File: src/rtl/parking_gate_ctrl.sv
// Parking gate front-end: conditions the entry/exit loop sensors, runs both barrier
// FSMs and serialises class-tagged car_entered / car_exited pulses for the counter.
module parking_gate_ctrl #(
   parameter int unsigned DEBOUNCE_CYCLES = 4,
   parameter int unsigned BADGE_TIMEOUT   = 16
) (
   input  logic clk,
   input  logic rst_n,
   input  logic entry_loop,
   input  logic entry_badge_valid,
   input  logic entry_badge_uni,
   input  logic exit_loop,
   input  logic exit_badge_uni,
   input  logic uni_space_avail,
   input  logic space_avail,
   output logic entry_barrier_open,
   output logic exit_barrier_open,
   output logic car_entered,
   output logic is_uni_car_entered,
   output logic car_exited,
   output logic is_uni_car_exited,
   output logic entry_rejected
);

   localparam logic [7:0]  DEB_LAST = 8'(DEBOUNCE_CYCLES - 32'd1);
   localparam logic [15:0] TMO_LAST = 16'(BADGE_TIMEOUT - 32'd1);

   typedef enum logic [1:0] {
      E_IDLE       = 2'd0,
      E_WAIT_BADGE = 2'd1,
      E_OPEN       = 2'd2,
      E_HOLD       = 2'd3
   } entry_state_t;

   typedef enum logic {
      X_IDLE = 1'b0,
      X_OPEN = 1'b1
   } exit_state_t;

   entry_state_t e_state_r;
   exit_state_t  x_state_r;

   // Bit 0 is the entry loop, bit 1 the exit loop.
   logic [1:0]  raw_s;
   logic [1:0]  sync1_r;
   logic [1:0]  sync2_r;
   logic [1:0]  deb_r;
   logic [1:0]  deb_d_r;
   logic [7:0]  deb_cnt_r [2];
   logic [15:0] timer_r;
   logic        exit_pending_r;

   logic e_rise_s;
   logic x_rise_s;
   logic entry_req_s;
   logic exit_req_s;
   logic decide_s;
   logic class_s;
   logic avail_s;

   assign raw_s = {exit_loop, entry_loop};

   // Debounced edge decode, event requests and the entry admission decision.
   always_comb begin
      e_rise_s    = deb_r[0] & ~deb_d_r[0];
      x_rise_s    = deb_r[1] & ~deb_d_r[1];
      entry_req_s = (e_state_r == E_OPEN) & ~deb_r[0];
      exit_req_s  = (x_state_r == X_OPEN) & ~deb_r[1];
      decide_s    = entry_badge_valid | (timer_r == TMO_LAST);
      if (entry_badge_valid) begin
         class_s = entry_badge_uni;
      end else begin
         class_s = 1'b0;
      end
      if (class_s) begin
         avail_s = uni_space_avail;
      end else begin
         avail_s = space_avail;
      end
   end

   // Two-flop synchronisers and run-length debouncers for both loops.
   always_ff @(posedge clk or negedge rst_n) begin
      if (!rst_n) begin
         sync1_r <= 2'b00;
         sync2_r <= 2'b00;
         deb_r   <= 2'b00;
         deb_d_r <= 2'b00;
         for (int i = 0; i < 2; i++) begin
            deb_cnt_r[i] <= 8'd0;
         end
      end else begin
         sync1_r <= raw_s;
         sync2_r <= sync1_r;
         deb_d_r <= deb_r;
         for (int i = 0; i < 2; i++) begin
            if (sync2_r[i] != deb_r[i]) begin
               if (deb_cnt_r[i] == DEB_LAST) begin
                  deb_r[i]     <= sync2_r[i];
                  deb_cnt_r[i] <= 8'd0;
               end else begin
                  deb_cnt_r[i] <= deb_cnt_r[i] + 8'd1;
               end
            end else begin
               deb_cnt_r[i] <= 8'd0;
            end
         end
      end
   end

   // Entry FSM: badge/timeout classification, space check and entry pulses.
   always_ff @(posedge clk or negedge rst_n) begin
      if (!rst_n) begin
         e_state_r          <= E_IDLE;
         timer_r            <= 16'd0;
         entry_barrier_open <= 1'b0;
         car_entered        <= 1'b0;
         is_uni_car_entered <= 1'b0;
         entry_rejected     <= 1'b0;
      end else begin
         car_entered        <= entry_req_s;
         entry_rejected     <= 1'b0;
         entry_barrier_open <= (e_state_r == E_OPEN);
         case (e_state_r)
            E_IDLE: begin
               if (e_rise_s) begin
                  e_state_r <= E_WAIT_BADGE;
                  timer_r   <= 16'd0;
               end
            end
            E_WAIT_BADGE: begin
               // A car backing out before classification produces no event.
               if (!deb_r[0]) begin
                  e_state_r <= E_IDLE;
               end else if (decide_s) begin
                  if (avail_s) begin
                     e_state_r          <= E_OPEN;
                     is_uni_car_entered <= class_s;
                  end else begin
                     e_state_r      <= E_HOLD;
                     entry_rejected <= 1'b1;
                  end
               end else if (timer_r != 16'hFFFF) begin
                  timer_r <= timer_r + 16'd1;
               end
            end
            E_OPEN, E_HOLD: begin
               if (!deb_r[0]) begin
                  e_state_r <= E_IDLE;
               end
            end
            default: begin
               e_state_r <= E_IDLE;
            end
         endcase
      end
   end

   // Exit FSM plus arbitration: entry wins a tie, exit is replayed one cycle later.
   always_ff @(posedge clk or negedge rst_n) begin
      if (!rst_n) begin
         x_state_r         <= X_IDLE;
         exit_barrier_open <= 1'b0;
         is_uni_car_exited <= 1'b0;
         car_exited        <= 1'b0;
         exit_pending_r    <= 1'b0;
      end else begin
         exit_barrier_open <= (x_state_r == X_OPEN);
         exit_pending_r    <= exit_req_s & entry_req_s;
         car_exited        <= exit_pending_r | (exit_req_s & ~entry_req_s);
         case (x_state_r)
            X_IDLE: begin
               if (x_rise_s) begin
                  x_state_r         <= X_OPEN;
                  is_uni_car_exited <= exit_badge_uni;
               end
            end
            X_OPEN: begin
               if (!deb_r[1]) begin
                  x_state_r <= X_IDLE;
               end
            end
            default: begin
               x_state_r <= X_IDLE;
            end
         endcase
      end
   end

endmodule

File: config.mk
export PLATFORM = sky130hd
export DESIGN_NAME = parking_gate_ctrl
export DESIGN_NICKNAME = d
export VERILOG_FILES = /design/src/rtl/parking_gate_ctrl.sv
export SDC_FILE = /design/constraint.sdc
export NUM_CORES = 1
export LEC_CHECK = 0
export CAP_MARGIN = 25
export CORE_AREA = 4 4 69 71
export DETAILED_ROUTE_END_ITERATION = 10
export DIE_AREA = 0 0 73 75
export PLACE_DENSITY = 0.76
export REMOVE_ABC_BUFFERS = 1
export SKIP_CTS_REPAIR_TIMING = 1
export SYNTH_ARGS = -nofsm -noshare
export SYNTH_HDL_FRONTEND = slang
export SYNTH_SLANG_ARGS = --single-unit
File: constraint.sdc
create_clock -name clk -period 2.92 [get_ports clk]
set_input_delay 0.292 -clock clk [delete_from_list [all_inputs] [get_ports clk]]
set_output_delay 0.292 -clock clk [all_outputs]
set_load 0.05 [all_outputs]
==> out/summary.txt <==
STATUS
-------------------------------------------------------------------------------------------
Status                                                                            completed

SYNTHESIS
-------------------------------------------------------------------------------------------
EDFF count, synth                                                                         0
Library cell with the largest summed area after synthesis                      sky130_fd_sc_hd__dfrtp_1
Flip-flop and latch count after synthesis                                                51
Top flip-flop cell by instance count after synthesis                           sky130_fd_sc_hd__dfrtp_1
Leading cell types by count after synthesis                                    51 x sky130_fd_sc_hd__dfrtp_1, 23 x sky130_fd_sc_hd__nor2_1, 20 x sky130_fd_sc_hd__nand2_1
Count of synthesis-stage warnings from yosys                                              0
Proportion of netlist area held by the largest area contributor                       0.552
Share of synthesized area occupied by flip-flops and latches                          0.552
Post-synth ARST share                                                                  1.00
Top area cells in the synthesized netlist                                      sky130_fd_sc_hd__dfrtp_1 55%, sky130_fd_sc_hd__xor2_1 4.5%, sky130_fd_sc_hd__nor2_1 3.7%
Count of cell types in the netlist                                                       38
Synthesized instance count                                                              219
Post-synthesis area per instance                                                   10.6 um2
Post-synthesis instance area                                                       2310 um2
Most frequent cell after synthesis                                             sky130_fd_sc_hd__dfrtp_1

FINISH
-------------------------------------------------------------------------------------------
Final-stage net count                                                                   249
Filler cell count                                                                       350
Reg area                                                                           1280 um2
Post-route design area                                                             2610 um2
Multi-input logic area                                                              990 um2
Layout Area Growth over Synthesis                                                     12.9%
End-of-flow core utilization                                                          0.617
Layout cells sized above 1                                                           0.0798
N_diodes                                                                                  0

TIMING
-------------------------------------------------------------------------------------------
Setup_tns                                                                              0 ns
Endpoints failing hold                                                                    0
Peak clock frequency supported by timing                                            429 MHz
Worst-case clock skew                                                            0.00604 ns
Final-report max-slew violation count                                                     0
Unrepaired setup endpoints after global routing                                       false
Minimum period implied by the final worst setup slack                               2.33 ns
Setup violation total in the final timing report                                          0
Post-route clock period utilization                                                   0.799
Slew Limit Headroom                                                                   0.669
Tightest Pin Transition                                                            0.495 ns

FLOORPLAN
-------------------------------------------------------------------------------------------
Horizontal die dimension                                                              73 um
# rows                                                                                   24
Std-Cell Core Area                                                                 4230 um2
Die area                                                                           5480 um2
Boundary pin count                                                                       16
Effective utilization at floorplan                                                    0.546
Die Y                                                                                 75 um

POWER
-------------------------------------------------------------------------------------------
Power density over the cells                                                     726 nW/um2
Total design power                                                                  1.90 mW
Leakage dissipation                                                                 1.20 nW
Max VDD drop                                                                         368 uV

GLOBAL ROUTING
-------------------------------------------------------------------------------------------
Global-route wire length before repair                                              6860 um
Total gr overflow                                                                         0
Pin count of the biggest net entering global routing                                     32
All-Layer GR Usage                                                                    0.162
Number of global-route vias before repair                                              1545
Antenna violations before repair                                                          0

CRITICAL PATH
-------------------------------------------------------------------------------------------
Worst path max stage delay                                                          0.58 ns
Critical Path Source Type                                                         flip-flop
Data arrival time of the critical path                                              2.58 ns
Cell type of the slowest stage on the worst timing path                        sky130_fd_sc_hd__or4_4
Worst path cell trace                                                          ha_1, nand3_1, or4_4, o2111a_2, a21oi_1, mux2_2
Critical path type                                                             flip-flop to flip-flop
Kind of end point of the critical path                                            flip-flop
Required time worst endpoint                                                        3.17 ns
Critical path peak fanout                                                                16

CLOCK NETWORK
-------------------------------------------------------------------------------------------
Clock net sink count                                                                     51
Htree depth                                                                               2
Clk Latency, worst-skew pair                                                        0.31 ns
Cts bufs inserted                                                                         5
Maximum clock path buffer count                                                           2
CTS tree                                                                              built
Clock slew at reported path FFs                                                     0.09 ns
CTS root buffer                                                                sky130_fd_sc_hd__clkbuf_8

PLACE
-------------------------------------------------------------------------------------------
PortBufs                                                                                 15
GP Congestion                                                                         0.879
Final HPWL from detailed placement                                                  2820 um
Cell Area, Placed                                                                  2510 um2

DETAILED ROUTING
-------------------------------------------------------------------------------------------
Wirelength, routed                                                                  4010 um
Number of antenna-violating nets in the routed design                                     0
Average wire per standard cell                                                      13.8 um
First-pass iteration count of the detailed router                                         6
Number of design-rule violations left by the first detailed-router iteration            151
Avg Vias per Cell                                                                      5.71
DRC violation count after routing                                                         0
Vias after detailed routing                                                            1655

JOB
-------------------------------------------------------------------------------------------
Number of violations of the max-capacitance limit                                         0

HOLD PATH
-------------------------------------------------------------------------------------------
Min-delay worst type                                                           flip-flop to flip-flop

==> path summary, 6_finish.rpt <==
kind                                 start        endpoint  slack [ns]  depth (start not counted)
worst max-delay path            timer_r[0]      timer_r[0]        0.59                          6
worst min-delay path            sync1_r[0]      sync2_r[0]        0.36                          0
worst max register to register  timer_r[0]      timer_r[0]        0.59                          6
worst min register to register  sync1_r[0]      sync2_r[0]        0.36                          0
max in group asynchronous            rst_n      timer_r[7]        1.93                          3
min in group asynchronous            rst_n  exit_pending_r        0.47                          2
==> flip-flops by register name, indices dropped and copies added (netlist names) <==
name,cells
deb_cnt_r,16
timer_r,16
deb_d_r,2
deb_r,2
e_state_r,2
sync1_r,2
sync2_r,2
car_entered,1
car_exited,1
entry_barrier_open,1
entry_rejected,1
exit_barrier_open,1
exit_pending_r,1
is_uni_car_entered,1
is_uni_car_exited,1
x_state_r,1
==> metal layers <==
metal  wire, um  track usage  vias up  share of wire
met5          0            0        -              0
met4         72       0.0635        0          0.018
met3        163       0.0441        8          0.041
met2       1830        0.253       32           0.46
met1       1950        0.215      797           0.49
li1           -            -      818              -
==> placed cells by master, fill, tap and decap left out, types with 2 or more instances in the layout <==
master / Yosys / layout
sky130_fd_sc_hd__a21oi_1: 9 / 9
sky130_fd_sc_hd__a221o_1: 2 / 2
sky130_fd_sc_hd__a31oi_1: 13 / 13
sky130_fd_sc_hd__a41oi_1: 5 / 5
sky130_fd_sc_hd__and2_1: 5 / 5
sky130_fd_sc_hd__and3_1: 12 / 12
sky130_fd_sc_hd__clkbuf_8: 0 / 5
sky130_fd_sc_hd__clkdlybuf4s50_1: 0 / 14
sky130_fd_sc_hd__clkinv_2: 0 / 2
sky130_fd_sc_hd__dfrtp_1: 51 / 51
sky130_fd_sc_hd__ha_1: 3 / 3
sky130_fd_sc_hd__inv_1: 3 / 3
sky130_fd_sc_hd__mux2_2: 4 / 4
sky130_fd_sc_hd__mux2i_1: 2 / 2
sky130_fd_sc_hd__nand2_1: 20 / 20
sky130_fd_sc_hd__nand2b_1: 2 / 2
sky130_fd_sc_hd__nand3_1: 15 / 15
sky130_fd_sc_hd__nor2_1: 23 / 23
sky130_fd_sc_hd__nor2b_1: 4 / 4
sky130_fd_sc_hd__nor3_1: 2 / 2
sky130_fd_sc_hd__nor3b_1: 3 / 3
sky130_fd_sc_hd__nor4_1: 3 / 3
sky130_fd_sc_hd__nor4b_1: 2 / 2
sky130_fd_sc_hd__o21ai_0: 4 / 4
sky130_fd_sc_hd__xnor2_1: 2 / 2
sky130_fd_sc_hd__xor2_1: 12 / 12
==> stage by stage <==
stage | cells | hold slack (ns) | worst slack [ns]
after floorplan | 212 | -0.00359 | 0.791
after CTS | 289 | -0.0550 | 0.610
after detailed placement | 281 | 0.278 | 0.626
after global routing | 290 | 0.366 | 0.466
after global placement | 280 | 0.331 | 0.674
final | 290 | 0.356 | 0.587
==> critical path: cells and delay by family, from the launching register on <==
family	cells	cell delay [ns]
compound gates	2	0.74
flops	1	0.39
fa+ha+maj	1	0.21
simple gates	2	0.72
mux	1	0.22
==> kinds of logic after synthesis <==
kind of cell / after synthesis / synth area share
and+or+nand+nor: 94 / 0.206
DFF: 51 / 0.552
AOI/OAI and AO/OA: 41 / 0.124
xor gates and xnor gates: 14 / 0.0530
buffers and inverters: 10 / 0.0205
muxes: 6 / 0.0281
adders and majority gates: 3 / 0.0162
==> layout make-up <==
class,count,share of cell area
Sequential cell,51,0.489
Clock inverter,3,0.00718
Multi-Input combinational cell,158,0.379
Tap cell,52,0.0249
Clock buffer,5,0.0263
Inverter,3,0.00431
Timing Repair Buffer,18,0.0699
==> power by group <==
part | internal (mW) | total [mW] | switching [mW]
clock network | 0.169 | 0.404 | 0.235
logic | 0.219 | 0.559 | 0.341
registers | 0.825 | 0.933 | 0.108
total | 1.21 | 1.90 | 0.684
Power figures use the tool's default switching activity.
